$ cat src/rtl/uart_cmd_pkg.sv
// rtl/uart_cmd_pkg.sv - shared states, framing characters and error codes for uart_cmd_sched
package uart_cmd_pkg;

   typedef enum logic [2:0] {
      IDLE = 3'd0,
      CMD  = 3'd1,
      DATA = 3'd2,
      CSUM = 3'd3,
      END  = 3'd4,
      HOLD = 3'd5
   } state_e;

   localparam logic [7:0] START_CHAR = 8'h73;
   localparam logic [7:0] END_CHAR   = 8'h65;

   localparam logic [1:0] ERR_NONE    = 2'd0;
   localparam logic [1:0] ERR_TIMEOUT = 2'd1;
   localparam logic [1:0] ERR_END     = 2'd2;
   localparam logic [1:0] ERR_CSUM    = 2'd3;

endpackage

$ cat src/rtl/uart_gap_timer.sv
// rtl/uart_gap_timer.sv - inter-byte gap counter; saturates at the limit and flags expiry
module uart_gap_timer #(
   parameter int TIMEOUT_CYC = 50000
) (
   input  logic clk,
   input  logic rst,
   input  logic clr,
   input  logic run,
   output logic expire
);

   localparam int CW = $clog2(TIMEOUT_CYC);
   localparam logic [CW-1:0] LIMIT = CW'(TIMEOUT_CYC - 1);

   logic [CW-1:0] cnt_q, cnt_d;

   // Holding at LIMIT instead of wrapping keeps a stuck run from re-arming silently.
   always_comb begin
      cnt_d = cnt_q;
      if (!run || clr) begin
         cnt_d = '0;
      end else if (cnt_q != LIMIT) begin
         cnt_d = cnt_q + 1'b1;
      end
   end

   assign expire = run && !clr && (cnt_q == LIMIT);

   always_ff @(posedge clk or posedge rst) begin
      if (rst) begin
         cnt_q <= '0;
      end else begin
         cnt_q <= cnt_d;
      end
   end

endmodule

$ cat src/rtl/uart_cmd_sched.sv
// rtl/uart_cmd_sched.sv - UART frame sequencer presenting whole commands on valid/ready
// Optional checksum byte before the terminator when UART_CMD_CSUM_EN is defined.
module uart_cmd_sched
   import uart_cmd_pkg::*;
#(
   parameter int DATA_BYTES  = 3,
   parameter int TIMEOUT_CYC = 50000
) (
   input  logic                    sys_clk,
   input  logic                    rst,
   input  logic                    rx_valid,
   input  logic [7:0]              rx_data,
   output logic                    cmd_valid,
   input  logic                    cmd_ready,
   output logic [7:0]              cmd_id,
   output logic [DATA_BYTES*8-1:0] cmd_data,
   output logic                    frame_err,
   output logic [1:0]              err_code,
   output logic                    overrun,
   output logic                    busy
);

   localparam int DW = DATA_BYTES * 8;
   localparam int CW = (DATA_BYTES > 1) ? $clog2(DATA_BYTES) : 1;
   localparam logic [CW-1:0] LAST_IDX = CW'(DATA_BYTES - 1);

   state_e          state_q, state_d;
   logic [CW-1:0]   cnt_q, cnt_d;
   logic            cmd_valid_q, cmd_valid_d;
   logic [7:0]      cmd_id_q, cmd_id_d;
   logic [DW-1:0]   cmd_data_q, cmd_data_d;
   logic            frame_err_q, frame_err_d;
   logic [1:0]      err_code_q, err_code_d;
   logic            overrun_q, overrun_d;
   logic            busy_q, busy_d;
`ifdef UART_CMD_CSUM_EN
   logic [7:0]      csum_q, csum_d;
`endif

   logic            discard;
   logic [1:0]      disc_code;
   logic            gap_run;
   logic            expire;

   assign gap_run = (state_q == CMD) || (state_q == DATA) ||
                    (state_q == CSUM) || (state_q == END);

   uart_gap_timer #(.TIMEOUT_CYC(TIMEOUT_CYC)) u_gap_timer (
      .clk    (sys_clk),
      .rst    (rst),
      .clr    (rx_valid),
      .run    (gap_run),
      .expire (expire)
   );

   always_comb begin
      state_d     = state_q;
      cnt_d       = cnt_q;
      cmd_id_d    = cmd_id_q;
      cmd_data_d  = cmd_data_q;
      err_code_d  = err_code_q;
      frame_err_d = 1'b0;
      overrun_d   = 1'b0;
      discard     = 1'b0;
      disc_code   = ERR_NONE;
`ifdef UART_CMD_CSUM_EN
      csum_d      = csum_q;
`endif
      case (state_q)
         IDLE: begin
            if (rx_valid && rx_data == START_CHAR) state_d = CMD;
         end
         CMD: begin
            if (rx_valid) begin
               cmd_id_d = rx_data;
               cnt_d    = '0;
`ifdef UART_CMD_CSUM_EN
               csum_d   = rx_data;
`endif
               state_d  = DATA;
            end else if (expire) begin
               discard   = 1'b1;
               disc_code = ERR_TIMEOUT;
            end
         end
         DATA: begin
            if (rx_valid) begin
               cmd_data_d = (cmd_data_q << 8) | DW'(rx_data);
               cnt_d      = cnt_q + 1'b1;
`ifdef UART_CMD_CSUM_EN
               csum_d     = csum_q ^ rx_data;
`endif
               if (cnt_q == LAST_IDX) begin
`ifdef UART_CMD_CSUM_EN
                  state_d = CSUM;
`else
                  state_d = END;
`endif
               end
            end else if (expire) begin
               discard   = 1'b1;
               disc_code = ERR_TIMEOUT;
            end
         end
`ifdef UART_CMD_CSUM_EN
         CSUM: begin
            if (rx_valid) begin
               if (rx_data == csum_q) begin
                  state_d = END;
               end else begin
                  discard   = 1'b1;
                  disc_code = ERR_CSUM;
               end
            end else if (expire) begin
               discard   = 1'b1;
               disc_code = ERR_TIMEOUT;
            end
         end
`endif
         END: begin
            if (rx_valid) begin
               if (rx_data == END_CHAR) begin
                  state_d = HOLD;
               end else begin
                  discard   = 1'b1;
                  disc_code = ERR_END;
               end
            end else if (expire) begin
               discard   = 1'b1;
               disc_code = ERR_TIMEOUT;
            end
         end
         HOLD: begin
            // A start byte landing on the handshake cycle opens the next frame directly.
            if (cmd_valid_q && cmd_ready) begin
               state_d = (rx_valid && rx_data == START_CHAR) ? CMD : IDLE;
            end else if (rx_valid) begin
               overrun_d = 1'b1;
            end
         end
         default: state_d = IDLE;
      endcase

      if (discard) begin
         frame_err_d = 1'b1;
         err_code_d  = disc_code;
         state_d     = IDLE;
      end
      cmd_valid_d = (state_d == HOLD);
      busy_d      = (state_d != IDLE);
   end

   always_ff @(posedge sys_clk or posedge rst) begin
      if (rst) begin
         state_q     <= IDLE;
         cnt_q       <= '0;
         cmd_valid_q <= 1'b0;
         cmd_id_q    <= '0;
         cmd_data_q  <= '0;
         frame_err_q <= 1'b0;
         err_code_q  <= ERR_NONE;
         overrun_q   <= 1'b0;
         busy_q      <= 1'b0;
`ifdef UART_CMD_CSUM_EN
         csum_q      <= '0;
`endif
      end else begin
         state_q     <= state_d;
         cnt_q       <= cnt_d;
         cmd_valid_q <= cmd_valid_d;
         cmd_id_q    <= cmd_id_d;
         cmd_data_q  <= cmd_data_d;
         frame_err_q <= frame_err_d;
         err_code_q  <= err_code_d;
         overrun_q   <= overrun_d;
         busy_q      <= busy_d;
`ifdef UART_CMD_CSUM_EN
         csum_q      <= csum_d;
`endif
      end
   end

   assign cmd_valid = cmd_valid_q;
   assign cmd_id    = cmd_id_q;
   assign cmd_data  = cmd_data_q;
   assign frame_err = frame_err_q;
   assign err_code  = err_code_q;
   assign overrun   = overrun_q;
   assign busy      = busy_q;

endmodule

$ cat config.mk
export PLATFORM = sky130hd
export DESIGN_NAME = uart_cmd_sched
export DESIGN_NICKNAME = d
export VERILOG_FILES = /design/src/rtl/uart_cmd_pkg.sv /design/src/rtl/uart_gap_timer.sv /design/src/rtl/uart_cmd_sched.sv
export SDC_FILE = /design/constraint.sdc
export NUM_CORES = 1
export LEC_CHECK = 0
export ABC_AREA = 1
export BUFFER_PORTS_ARGS = -buffer_cell sky130_fd_sc_hd__buf_4
export CAP_MARGIN = 10
export CELL_PAD_IN_SITES_DETAIL_PLACEMENT = 0
export CELL_PAD_IN_SITES_GLOBAL_PLACEMENT = 1
export CORE_MARGIN = 2
export CORE_UTILIZATION = 42
export CTS_BUF_LIST = sky130_fd_sc_hd__clkbuf_4 sky130_fd_sc_hd__clkbuf_8
export DETAILED_ROUTE_END_ITERATION = 10
export PLACE_DENSITY = 0.86
export SYNTH_ARGS = -nofsm -noshare
export SYNTH_HDL_FRONTEND = slang
export SYNTH_HIERARCHICAL = 1
export SYNTH_SLANG_ARGS = --single-unit
$ cat constraint.sdc
create_clock -name sys_clk -period 2.63 [get_ports sys_clk]
set_clock_uncertainty 0.2 [all_clocks]
set_input_delay 0.526 -clock sys_clk [delete_from_list [all_inputs] [get_ports sys_clk]]
set_output_delay 0.526 -clock sys_clk [all_outputs]
set_load 0.02 [all_outputs]
# --- Yosys cells after proc, flatten, opt, wreduce, memory -nomap -nowiden ---
# Index checks and enable logic that the tools add are counted.
word_totals:
  ff_bits: 59
  in_bits: 12
  out_inout_bits: 38
  wordCells: 73
classes:
  n_addsub: 2
  eq_ne: 13
  n_mux: 29
  n_bitwise: 1
  n_reduce_logical: 18
op_table:
  columns: ["cell", "n"]
  rows:
  - ["two-way mux 16 bit", 2]
  - ["two-way mux 3 bit", 8]
  - ["bitwise OR 24 x 8 -> 24 bit", 1]
  - ["adder 16 x 1 -> 16 bit, second input constant", 1]
  - ["equality test 16 bit, second input constant", 1]
  - ["equality test 8 x 7 -> 1 bit, second input constant", 2]
  - ["!= test 16 bit, second input constant", 1]
  - ["case mux 3 bit (5 select lines)", 1]
  - ["two-way mux 1 bit", 11]
  - ["equality test 3 bit, second input constant", 3]
  - ["two-way mux 2 bit", 4]
  - ["case mux 2 bit (2 select lines)", 2]
  - ["equality test 3 x 2 -> 1 bit, second input constant", 2]
  - ["logical AND 1 bit", 4]
  - ["logical OR 1 bit", 4]
  - ["!= test 2 bit, second input constant", 2]
  - ["AND reduction 2 bit", 2]
  - ["nonzero test 2 bit", 2]
  - ["equality test 3 x 1 -> 1 bit, second input constant", 1]
  - ["logical NOT 3 bit", 1]
  - ["AND reduction 3 bit", 1]
  - ["nonzero test 3 bit", 1]
  - ["adder 2 x 1 -> 2 bit, second input constant", 1]
  - ["equality test 2 bit, second input constant", 1]
  - ["other kinds (3)", 4]

# --- Depth between registers and ports, before layout ---
# Gate-level depths: netlist (run 1).
depth:
  word_depth: 11
  ltp_mapped: 15
  mapped_depth_nobuf: 15

# --- Modules after synthesis ---
# The synthesis (run 1) kept the hierarchy.
modules_own_cells:
  columns: ["module", "n_inst", "cells_each", "area_each_um2", "seq_area_each_um2"]
  rows:
  - ["uart_cmd_sched", 1, 211, 1866.8, 1076.0]
  - ["uart_gap_timer", 1, 148, 984.7, 400.4]

# --- Least setup slack after synthesis (run 1) ---
# Ideal clock, no wire load.
synth_timing:
  kind: "reg2reg"
  from: "reg state_q[0]"
  to: "reg busy_q (netlist: busy)"
  setup_time_ns: 0.123
  t_arrival_ns: 1.614
  t_required_ns: 2.307
  setup_slack_ns: 0.693
  stages_incl_launch_ff: 15
  path_buffers: 0
  period_less_slack_ns: 1.937
  path_cell_list: "dfrtp_1 -> inv_1 -> nand3_1 -> nand2_1 -> inv_1 -> nor2_1 -> clkinv_1 -> nor2_1 -> inv_1 -> nor2_1 -> nand2_1 -> nand2_1 -> nor2_2 -> nand2_1 -> nand2_1"
synth_between:
  elab_chain_cells: 11
  elab_cells_between_ends: 26
  cone_classes: "eq/ne: 5; mux: 13; reduce/logical: 8"
synth_rtl:
  columns: ["element", "line_no", "text"]
  rows:
  - ["from (decl)", "uart_cmd_sched.sv:27", "state_e state_q, state_d;"]
  - ["from (signal assigned)", "uart_cmd_sched.sv:168", "state_q <= state_d;"]
  - ["equality test 3 x 1 -> 1 bit / equality test 3 x 2 -> 1 bit (equally long branches)", "uart_cmd_sched.sv:45", "assign gap_run = (state_q == CMD) || (state_q == DATA) ||"]
  - ["logical OR 1 bit (2 in a row)", "uart_cmd_sched.sv:45", null]
  - ["logical OR 1 bit (*)", "uart_cmd_sched.sv:46", "(state_q == CSUM) || (state_q == END);"]
  - ["via gap_run", "uart_cmd_sched.sv:42", "logic gap_run;"]
  - ["logical AND 1 bit (*) (2 in a row)", "uart_gap_timer.sv:27", "assign expire = run && !clr && (cnt_q == LIMIT);"]
  - ["via expire", "uart_cmd_sched.sv:43", "logic expire;"]
  - ["two-way mux 1 bit (*)", "uart_cmd_sched.sv:81, uart_cmd_sched.sv:100, uart_cmd_sched.sv:128", null]
  - ["two-way mux 1 bit, on equally long branches", "uart_cmd_sched.sv:121, uart_cmd_sched.sv:87", null]
  - ["case mux 1 bit (2 select lines) (*)", "uart_cmd_sched.sv:69", "case (state_q)"]
  - ["two-way mux 3 bit (*)", "uart_cmd_sched.sv:144", "if (discard) begin"]
  - ["nonzero test 3 bit (*)", "uart_cmd_sched.sv:150", "busy_d = (state_d != IDLE);"]
  - ["via busy_d", "uart_cmd_sched.sv:35", "logic busy_q, busy_d;"]
  - ["to (signal assigned)", "uart_cmd_sched.sv:176", "busy_q <= busy_d;"]
  - ["to (decl)", "uart_cmd_sched.sv:35", null]
# The timed path passes the listed nets; every way through them passes the cells marked *.
# A chain may end at the register's enable or synchronous reset.

# --- Worst setup path after layout (run 1) ---
layout_timing:
  from: "reg u_gap_timer.cnt_q[0]"
  to: "reg busy_q (netlist: busy)"
layout_between:
  elab_chain_cells: 7
  elab_cells_between_ends: 8
  cone_classes: "eq/ne: 1; mux: 5; reduce/logical: 2"
layout_rtl:
  columns: ["element", "line_no", "text"]
  rows:
  - ["from (decl)", "uart_gap_timer.sv:15", "logic [CW-1:0] cnt_q, cnt_d;"]
  - ["from (signal assigned)", "uart_gap_timer.sv:33", "cnt_q <= cnt_d;"]
  - ["equality test 16 bit (*)", "uart_gap_timer.sv:27", null]
  - ["logical AND 1 bit (*)", "uart_gap_timer.sv:27", null]
  - ["via expire", "uart_cmd_sched.sv:43", null]
  - ["two-way mux 1 bit (*)", "uart_cmd_sched.sv:81, uart_cmd_sched.sv:100, uart_cmd_sched.sv:128", null]
  - ["two-way mux 1 bit, on equally long branches", "uart_cmd_sched.sv:121, uart_cmd_sched.sv:87", null]
  - ["case mux 1 bit (2 select lines) (*)", "uart_cmd_sched.sv:69", null]
  - ["two-way mux 3 bit (*)", "uart_cmd_sched.sv:144", null]
  - ["nonzero test 3 bit (*)", "uart_cmd_sched.sv:150", null]
  - ["via busy_d", "uart_cmd_sched.sv:35", null]
# Marks and branches as above.

==> results of run 1 <==
==> per-layer routing <==
layer	part of all wire	vias up	GRT usage	wire, um
met5	0	-	0	0
met4	0.020	0	0.08949	123
met3	0.043	11	0.04286	267
met2	0.45	46	0.2650	2820
met1	0.49	1115	0.2633	3050
li1	-	1233	-	-
==> power groups by stage <==
| stage | Combinational [uW] | Clock [uW] | Sequential, uW |
|---|---|---|---|
| final | 967 | 929 | 1260 |
| after floorplan | 333 | 0 | 1510 |
| after CTS | 981 | 949 | 1270 |
| after global routing | 1060 | 997 | 1300 |
| after global placement | 961 | 0 | 1280 |
| after detailed placement | 979 | 0 | 1280 |
==> logic make-up (layout without fill, tap and decap cells) <==
group,count (synthesis),in the layout,synth area share
simple gates,191,191,0.2826
buf+inv,60,121,0.09522
compound gates,45,45,0.08951
flops,59,59,0.5178
fa+ha+maj,2,2,0.008774
xor+xnor,2,2,0.006144
==> cell usage after synthesis, types with 2 or more instances <==
master,count,area share
nor2_1,52,0.068
o21ai_0,29,0.051
nor3_1,3,0.0053
ha_1,2,0.0088
inv_2,2,0.0026
dfrtp_1,59,0.52
a21oi_1,4,0.0070
nand2_2,2,0.0044
nor2_2,4,0.0088
inv_1,49,0.065
nand2_1,99,0.13
o21ai_2,7,0.022
nand4_1,5,0.011
nand3_1,23,0.040
buf_6,2,0.0079
o21ai_1,3,0.0053
buf_2,2,0.0035
buf_4,2,0.0053
==> worst max-delay path, stage by stage (launching register included) <==
cell and delay, ns:
dfrtp_1 0.39, ha_1 0.18, nand2_1 0.10, inv_1 0.14, nand2_1 0.07, nor2_1 0.18
nand2_1 0.11, nor2_1 0.11, inv_1 0.04, nor2_1 0.11, nand2_1 0.07, nand2_1 0.10
nor2_2 0.05, nand2_1 0.11, nand2_1 0.06
==> state kept, by name, indices dropped and copies added, names as in the netlist <==
register / flops
frame_err: 1
overrun: 1
cmd_id: 8
cmd_data: 24
u_gap_timer/cnt_q: 16
cmd_valid: 1
state_q: 3
cnt_q: 2
err_code: 2
busy: 1
==> metrics by stage <==
| step | power (uW) | setup WS [ns] |
|---|---|---|
| finish | 3161 | 0.4876 |
| detailed placement | 2261 | 0.5525 |
| global route | 3351 | 0.2740 |
| floorplan | 1842 | 0.6934 |
| global placement | 2242 | 0.6151 |
| CTS | 3196 | 0.4667 |
==> path summary, 6_finish.rpt <==
check | from | endpoint | depth (start not counted)
setup / recovery | u_gap_timer/cnt_q[0]$_DFFE_PP0P_ | busy$_DFF_PP0_ | 14
hold / removal | rst | u_gap_timer/cnt_q[13]$_DFFE_PP0P_ | 2
setup reg to reg | u_gap_timer/cnt_q[0]$_DFFE_PP0P_ | busy$_DFF_PP0_ | 14
hold reg to reg | cmd_data[23]$_DFFE_PP0P_ | cmd_data[23]$_DFFE_PP0P_ | 2
max in group asynchronous | rst | u_gap_timer/cnt_q[10]$_DFFE_PP0P_ | 2
min in group sys_clk | cmd_ready | overrun$_DFF_PP0_ | 4
==> cell type report <==
type	instances	area, um^2
Fill cell	661	3181
Sequential cell	59	1476
Multi-Input combinational cell	240	1104
Timing Repair Buffer	52	390.4
Inverter	53	203.9
Clock buffer	10	137.6
Tap cell	80	100.1
Clock inverter	6	88.84
==> summary.txt, run 1 <==
Outcome
  • Status: completed

Critical path
  • CP Class: reg -> reg
  • Max FO, Critical Path: 5
  • Data required time of the worst path: 2.66 ns
  • CP arrival: 2.17 ns
  • Flop2flop setup slack: roughly 0.49 ns
  • Startpoint Class: register
  • Setup crit end kind: register

Placed design
  • Buffers on Ports: about 50
  • Placed Area: 3274 um^2
  • Dpl hpwl: 4472 um
  • Gpl congestion: 0.8309
  • Placed Cells: 484

STA
  • Slew headroom: 0.5608
  • Fin crit share: 0.8146
  • RSZ-0062 raised after global routing: false
  • Fin. max-slew vios: 0
  • Fin. Hold Viols: 0
  • Achievable clock frequency: 466.8 MHz
  • # setup viols final: 0
  • Slew @ Worst Pin: 0.6580 ns
  • Setup TNS Final: 0 ns
  • Fin crit period: 2.142 ns
  • Hold Slack: 0.08969 ns

Clocking
  • Resize count post-CTS: 0
  • Sink Count: 59
  • Root Buffer: clkbuf_8
  • Clk slew on worst S/H paths: 0.07 ns
  • # hold bufs at CTS: 0
  • Inserted Clock Buffers: 9
  • Total number of H-tree levels: 3
  • CTS tree: yes
  • Worst-Skew Late Latency: 0.34 ns
  • Post-CTS Setup Inserts: 0
  • Bufs on Longest Clock Path: 2

Power
  • Power per cell area: 903.0 nW/um^2
  • Net Switching: 1074 uW
  • P_int: 2087 uW
  • Power share of the sequential group: 0.400
  • Lkg Pwr: 0.001842 uW
  • Peak supply drop: 0.0003712 V
  • Comb power frac: 0.306
  • Sw Share: 0.3399
  • Clock share of power: 0.294

Synth
  • Syn Inst Count: 359
  • Synth async-reset ratio: 1.000
  • Post-synth cell types: 28
  • Top FF cell, synth: dfrtp_1
  • Average cell area after synthesis: 7.943 um^2
  • Post-synth EDFFs: 0
  • Synth Cell Area: roughly 2900 um^2
  • Net Count, Synth: 373
  • Yosys warns: 6
  • Sequential fraction of the synthesis area: 0.5178
  • Yosys reg bits: between 50 and 60

Die
  • Initial Util: 0.4268
  • I/O pins: 50
  • Core area: 6681 um^2
  • Die area: between 7000 and 8000 um^2
  • DIE HEIGHT: 86.40 um
  • Chip Width: 86.40 um
  • Rows: 30

Global route
  • Grt total ovfl: 0
  • Initial antenna violation count: 0
  • First-pass GRT wire length: 10,670 um
  • Largest net degree at the start of global routing: 44
  • Vias in the first global route: 2,226
  • Total track usage: 0.1846

Min path
  • Hold Path Class: in -> async

Cells and area
  • Final #Nets: roughly 430
  • # diodes: 0
  • Post-route insts no fill: 500
  • Layout cell share with drive strength beyond 1: 0.2071
  • Commonest non-fill, non-tap cells in the layout: nand2_1, dfrtp_1, nor2_1, buf_4, inv_1
  • Layout Utilization: 0.5240
  • Post-layout instance area: ~3500 um^2
  • Area growth from synthesis to final layout: 22.77%
  • Leading cell type in the layout, fill and taps excluded: nand2_1

Detailed routing
  • Routed WL: 6261 um
  • Mean routed wirelength per cell: 12.52 um
  • Pre-antenna DRT Iters: 5
  • Via count: between 2,000 and 2,500
  • # DRC: 0
  • ANT nets after route: 0
  • DRT iter0 DRCs: 146
  • Via density: around 4.8

Flow run
  • Max Cap Viol: 0
Power figures use the tool's default switching activity.
==> run 2: changes to the inputs <==
--- a/config.mk
+++ b/config.mk
@@ -11,10 +11,10 @@
 export CELL_PAD_IN_SITES_DETAIL_PLACEMENT = 0
 export CELL_PAD_IN_SITES_GLOBAL_PLACEMENT = 1
 export CORE_MARGIN = 2
-export CORE_UTILIZATION = 42
+export CORE_UTILIZATION = 38
 export CTS_BUF_LIST = sky130_fd_sc_hd__clkbuf_4 sky130_fd_sc_hd__clkbuf_8
 export DETAILED_ROUTE_END_ITERATION = 10
-export PLACE_DENSITY = 0.86
+export PLACE_DENSITY = 0.82
 export SYNTH_ARGS = -nofsm -noshare
 export SYNTH_HDL_FRONTEND = slang
 export SYNTH_HIERARCHICAL = 1
==> constraint.sdc (replaced) <==
create_clock -name sys_clk -period 1.91 [get_ports sys_clk]
set_clock_uncertainty 0.2 [all_clocks]
set_input_delay 0.382 -clock sys_clk [delete_from_list [all_inputs] [get_ports sys_clk]]
set_output_delay 0.382 -clock sys_clk [all_outputs]
set_load 0.02 [all_outputs]
==> summary.txt, run 2 (same netlist as run 1, synthesis figures left out) <==
Critical path
  • Max FO, Critical Path: 5
  • Flop2flop setup slack: 0.06 ns
  • Worst Reg-to-Reg Cells: 12
  • CP Launch Point: u_gap_timer/cnt_q[5]$_DFFE_PP0P_
  • Setup crit end kind: register
  • CP arrival: around 1.9 ns
  • CP Class: reg -> reg
  • Data required time of the worst path: 1.95 ns
  • Startpoint Class: register
  • Worst R2R End: busy$_DFF_PP0_
  • Reg2Reg Launch Point: u_gap_timer/cnt_q[5]$_DFFE_PP0P_

STA
  • Fin. Hold Viols: 0
  • RSZ-0062 raised after global routing: true
  • Fin crit period: 1.848 ns
  • Fin crit share: 0.9675
  • Slew @ Worst Pin: 0.6930 ns
  • Slew headroom: 0.5375
  • # setup viols final: 0
  • Fin. max-slew vios: 0
  • Achievable clock frequency: 541.1 MHz

Detailed routing
  • Pre-antenna DRT Iters: 5
  • ANT nets after route: 0
  • Mean routed wirelength per cell: 12.53 um
  • # DRC: 0
  • DRT iter0 DRCs: 207
  • Via count: about 2,500
  • Routed WL: 6853 um
  • Via density: 4.660

Power
  • Net Switching: 1547 uW
  • Sw Share: 0.3598
  • Peak supply drop: 0.0004544 V
  • P_int: 2753 uW
  • Power per cell area: between 1000 and 1500 nW/um^2
  • Power share of the sequential group: 0.404
  • Clock share of power: 0.270
  • Comb power frac: 0.326
  • Lkg Pwr: between 0.0015 and 0.002 uW

Die
  • Chip Width: 90.63 um
  • DIE HEIGHT: 90.63 um
  • Die area: 8213 um^2
  • I/O pins: 50
  • Rows: 31
  • Initial Util: 0.3931
  • Core area: 7253 um^2

Global route
  • Vias in the first global route: 2,411
  • Initial antenna violation count: 0
  • Total track usage: 0.1753
  • First-pass GRT wire length: 11,360 um
  • Largest net degree at the start of global routing: 44
  • Grt total ovfl: 0

Outcome
  • Status: completed

Cells and area
  • Largest register FFs: 24
  • Post-layout instance area: 3792 um^2
  • Final #Nets: 457
  • Fillers: about 740
  • FF/Latch Area: around 1500 um^2
  • Commonest non-fill, non-tap cells in the layout: nand2_1, buf_4, dfrtp_1
  • Layout cell share with drive strength beyond 1: 0.3013
  • Area occupied by multi-input gates: 1170 um^2
  • Area growth from synthesis to final layout: 33.00%
  • Leading cell type in the layout, fill and taps excluded: nand2_1
  • # diodes: 0
  • Post-route insts no fill: 547

Placed design
  • Placed Area: 3492 um^2
  • Placed Cells: 527
  • Gpl congestion: 0.8276
  • Dpl hpwl: 4907 um
  • Buffers on Ports: about 50

Min path
  • Hold Startpoint: cmd_ready
  • Hold Path End: overrun$_DFF_PP0_
  • Hold path depth: 4
  • Hold Path Class: in -> reg

Clocking
  • Total number of H-tree levels: 3
  • Worst-Skew Late Latency: 0.35 ns
  • Inserted Clock Buffers: 9
  • Sink Count: 59
  • CTS tree: yes
  • Bufs on Longest Clock Path: 2
  • Root Buffer: clkbuf_8
  • Clk slew on worst S/H paths: 0.07 ns

Flow run
  • Max Cap Viol: 0
[run 2: worst max-delay path, stage by stage, from the launching register on]
cell and delay, ns:
dfrtp_1 0.43, inv_1 0.11, nand3_1 0.15, nor2_4 0.16
nand2_2 0.06, nor2_1 0.10, inv_1 0.05, nor2_2 0.11
nand2_1 0.07, nand2_2 0.11, nor2_4 0.06, nand2_2 0.08
nand2_1 0.05
[run 2: per-layer routing]
layer | vias up | wire length [um] | track usage
met2 | 52 | 3226 | 0.2736
met4 | 0 | 81 | 0.06667
met1 | 1195 | 3246 | 0.2316
li1 | 1292 | - | -
met5 | - | 0 | 0
met3 | 10 | 298 | 0.05008
[run 2: worst max-delay path by stage]
stage | depth (start not counted) | to | slack, ns
final | 12 | busy$_DFF_PP0_ | 0.06
after global routing | 14 | busy$_DFF_PP0_ | -0.05
after CTS | 14 | busy$_DFF_PP0_ | 0.02
after detailed placement | 14 | busy$_DFF_PP0_ | 0.01
after global placement | 14 | busy$_DFF_PP0_ | 0.09
after floorplan | 14 | busy$_DFF_PP0_ | 0.02
[run 2: cell type report]
cell class | count | area share
clock buffers | 9 | 0.03266
clock inverters | 7 | 0.02046
inverters | 53 | 0.05411
multi-input cells | 240 | 0.3085
flip-flops and latches | 59 | 0.3893
well taps | 99 | 0.03266
repair buffers | 80 | 0.1623
[run 2: per-stage QoR]
step / setup WS (ns) / util / hold slack (ns) / setup TNS (ns) / total power, uW
finish: 0.06200 / 0.5229 / 0.1058 / 0 / 4301
global route: -0.04955 / 0.5229 / 0.1311 / -0.1695 / 4567
CTS: 0.01546 / 0.5110 / 0.1070 / 0 / 4324
detailed placement: 0.01325 / 0.4815 / 0.2493 / 0 / 3146
global placement: 0.08926 / 0.4815 / 0.2444 / 0 / 3116
floorplan: 0.02466 / - / 0.09574 / 0 / 2537
[run 2: power groups by stage]
stage,sequential [uW],clock (uW),combinational [uW]
2_1_floorplan,2080,0,460
3_5_place_dp,1760,0,1380
4_1_cts,1740,1190,1390
5_1_grt,1780,1250,1540
6_report,1740,1160,1400
3_3_place_gp,1760,0,1350
[run 2: what timing repair did]
item / 4_1_cts / 5_1_grt
endpoints found under the setup margin: 1 / 8
cloned: 0 / 0
hold buffers: 1 / 0
resized for setup: 1 / 24
pin swaps: 0 / 14
hold endpoints to repair: 59 / 0
setup buffers: 0 / 3
==> run 3: changes to the inputs <==
--- a/config.mk
+++ b/config.mk
@@ -17,5 +17,4 @@
 export PLACE_DENSITY = 0.82
 export SYNTH_ARGS = -nofsm -noshare
 export SYNTH_HDL_FRONTEND = slang
-export SYNTH_HIERARCHICAL = 1
 export SYNTH_SLANG_ARGS = --single-unit
==> summary.txt, run 3 <==
Detailed routing
  • Via count: 2,129
  • DRT iter0 DRCs: 116
  • Mean routed wirelength per cell: 11.73 um
  • ANT nets after route: 0
  • Pre-antenna DRT Iters: 4
  • Routed WL: about 5500 um
  • # DRC: 0
  • Via density: 4.530

Global route
  • Grt total ovfl: 0
  • Total track usage: 0.1591
  • Initial antenna violation count: 0
  • First-pass GRT wire length: 9397 um
  • Vias in the first global route: a little under 2,000
  • Largest net degree at the start of global routing: 60

Synth
  • Net Count, Synth: approximately 330
  • Area leader, netlist: dfrtp_1
  • Sequential fraction of the synthesis area: 0.5499
  • Yosys reg bits: 59
  • Average cell area after synthesis: approximately 8.6 um^2
  • Synth async-reset ratio: 1.000
  • Most area-consuming cells after synthesis: dfrtp_1, nand2_1, nor2_1, inv_1, o21ai_0
  • Syn Inst Count: approximately 310
  • Top-count cell post-synth: nand2_1
  • Yosys warns: 0
  • Post-synth cell types: 28
  • Synth Cell Area: 2685 um^2
  • Post-synth EDFFs: 0
  • Most instantiated cells after synthesis: nand2_1, dfrtp_1, nor2_1
  • Share of the synthesized area in the top cell type: 0.5499
  • Top FF cell, synth: dfrtp_1

Placed design
  • Dpl hpwl: just under 4000 um
  • Buffers on Ports: 49
  • Gpl congestion: 0.8254
  • Pre-CTS setup slack: 0.1263 ns

Cells and area
  • Leading cell type in the layout, fill and taps excluded: nand2_1
  • Area growth from synthesis to final layout: 28.24%
  • Final #Nets: 383
  • # diodes: 0
  • Layout cell share with drive strength beyond 1: 0.2406
  • Largest register FFs: 24
  • Commonest non-fill, non-tap cells in the layout: nand2_1, dfrtp_1, buf_4

STA
  • Setup TNS Final: 0 ns
  • Fin worst setup slack: 0.1831 ns
  • Fin crit share: 0.9041
  • RSZ-0062 raised after global routing: false
  • # setup viols final: 0
  • Achievable clock frequency: 579.1 MHz
  • Fin. Hold Viols: 0
  • Slew headroom: 0.7008
  • Fin crit period: between 1.5 and 2 ns
  • Fin. max-slew vios: 0
  • Slew @ Worst Pin: 0.4488 ns

Critical path
  • CP Launch Point: u_gap_timer.cnt_q[0]$_DFFE_PP0P_
  • Flop2flop setup slack: 0.18 ns
  • Startpoint Class: register
  • Data required time of the worst path: about 1.9 ns
  • Max FO, Critical Path: 7
  • CP Class: reg -> reg
  • Setup crit end kind: register
  • Reg2Reg Launch Point: u_gap_timer.cnt_q[0]$_DFFE_PP0P_
  • Crit path to: busy$_DFF_PP0_
  • CP arrival: approximately 1.8 ns
  • Worst Reg-to-Reg Cells: 8
  • Worst R2R End: busy$_DFF_PP0_

Clocking
  • Total number of H-tree levels: 3
  • CTS tree: yes
  • Sink Count: 59
  • Inserted Clock Buffers: 9
  • Worst-Skew Late Latency: 0.34 ns
  • Clk slew on worst S/H paths: 0.07 ns
  • Root Buffer: clkbuf_8
  • Bufs on Longest Clock Path: 2

Die
  • I/O pins: 50
  • Core area: around 6800 um^2
  • Initial Util: 0.3930
  • Rows: 30
  • Chip Width: slightly below 90 um
  • DIE HEIGHT: 88.06 um
  • Die area: 7755 um^2

Flow run
  • Max Cap Viol: 0

Outcome
  • Status: completed

Power
  • Lkg Pwr: 0.001724 uW
  • Peak supply drop: ~0.00063 V
  • Power per cell area: about 1200 nW/um^2

Min path
  • Hold Path Class: in -> reg
==> run 3: cell types whose count changed in the layout (fill, tap and decap cells not counted), sizes merged, moves of 3 or more <==
cell,delta
nand2,-30
buf,-26
inv,-14
nor2,-13
a21oi,+10
clkinv,-4
nand4,-4
nor3,+3
==> run 3: report_power, final <==
part	switching (uW)	total (uW)	leakage, uW	internal [uW]
combinational	586	1000	0.000825	414
clock	522	1400	0.000120	875
sequential	150	1630	0.000779	1480
==> run 3: final cells by class <==
| cell class | count | area, um^2 |
|---|---|---|
| fillers | 673 | 3388 |
| flip-flops and latches | 59 | 1476 |
| multi-input cells | 207 | 1020 |
| repair buffers | 54 | 432.9 |
| inverters | 38 | 146.4 |
| clock buffers | 9 | 123.9 |
| clock inverters | 7 | 123.9 |
| well taps | 96 | 120.1 |
==> run 3: how the worst min path moves through the flow <==
stage / startpoint / end / cells after the start
floorplan: cnt_q[0]$_DFFE_PP0P_ / cnt_q[0]$_DFFE_PP0P_ / 1
global placement: cnt_q[0]$_DFFE_PP0P_ / cnt_q[0]$_DFFE_PP0P_ / 1
finish: rx_data[0] / cmd_data[0]$_DFFE_PP0P_ / 3
detailed placement: err_code[1]$_DFFE_PP0N_ / err_code[1]$_DFFE_PP0N_ / 2
global route: rx_data[6] / cmd_data[6]$_DFFE_PP0P_ / 3
CTS: rx_data[0] / cmd_data[0]$_DFFE_PP0P_ / 3
==> run 3: cell families (layout without fill, tap and decap cells) <==
family / count (synthesis) / count (layout) / synth area share
XOR/XNOR: 4 / 4 / 0.01305
flip-flops: 59 / 59 / 0.5499
buffers and inverters: 46 / 108 / 0.07502
multiplexers: 2 / 2 / 0.008387
adder cells (fa/ha/maj): 2 / 2 / 0.009318
AND/OR/NAND/NOR: 147 / 147 / 0.2437
AO/OA/AOI/OAI: 52 / 52 / 0.1007
==> run 3: routing by layer <==
metal,part of all wire,global-route usage
met3,0.038,0.04901
met2,0.43,0.2321
met1,0.51,0.2245
met5,0,0
met4,0.017,0.05785
==> run 3: critical path, stage by stage (launching register included) <==
cell and delay [ns]:
dfrtp_1 0.40, ha_1 0.18, inv_1 0.08, nor2_4 0.16
nand3_2 0.12, nor2_4 0.17, nand3_4 0.12, nand3_2 0.13
nand2_1 0.06
==> run 3: metrics by stage <==
| stage | utilization | total power, uW | hold slack (ns) | cell area [um^2] | cells |
|---|---|---|---|---|---|
| 3_5_place_dp | 0.4645 | 2656 | 0.2658 | 3173 | 453 |
| 2_1_floorplan | - | 2205 | 0.2459 | 2689 | 312 |
| 6_report | 0.5040 | 4024 | 0.1479 | 3443 | 470 |
| 5_1_grt | 0.5040 | 4248 | 0.1468 | 3443 | 470 |
| 3_3_place_gp | 0.4645 | 2637 | 0.2632 | 3173 | 453 |
| 4_1_cts | 0.5022 | 4081 | 0.1276 | 3431 | 470 |
==> run 3: timing repair <==
item | in CTS | in global routing
buffers inserted | 0 | 0
endpoints found under the setup margin | 0 | 5
hold buffers | 1 | 0
hold endpoints to repair | 59 | 0
resized for setup | 0 | 2
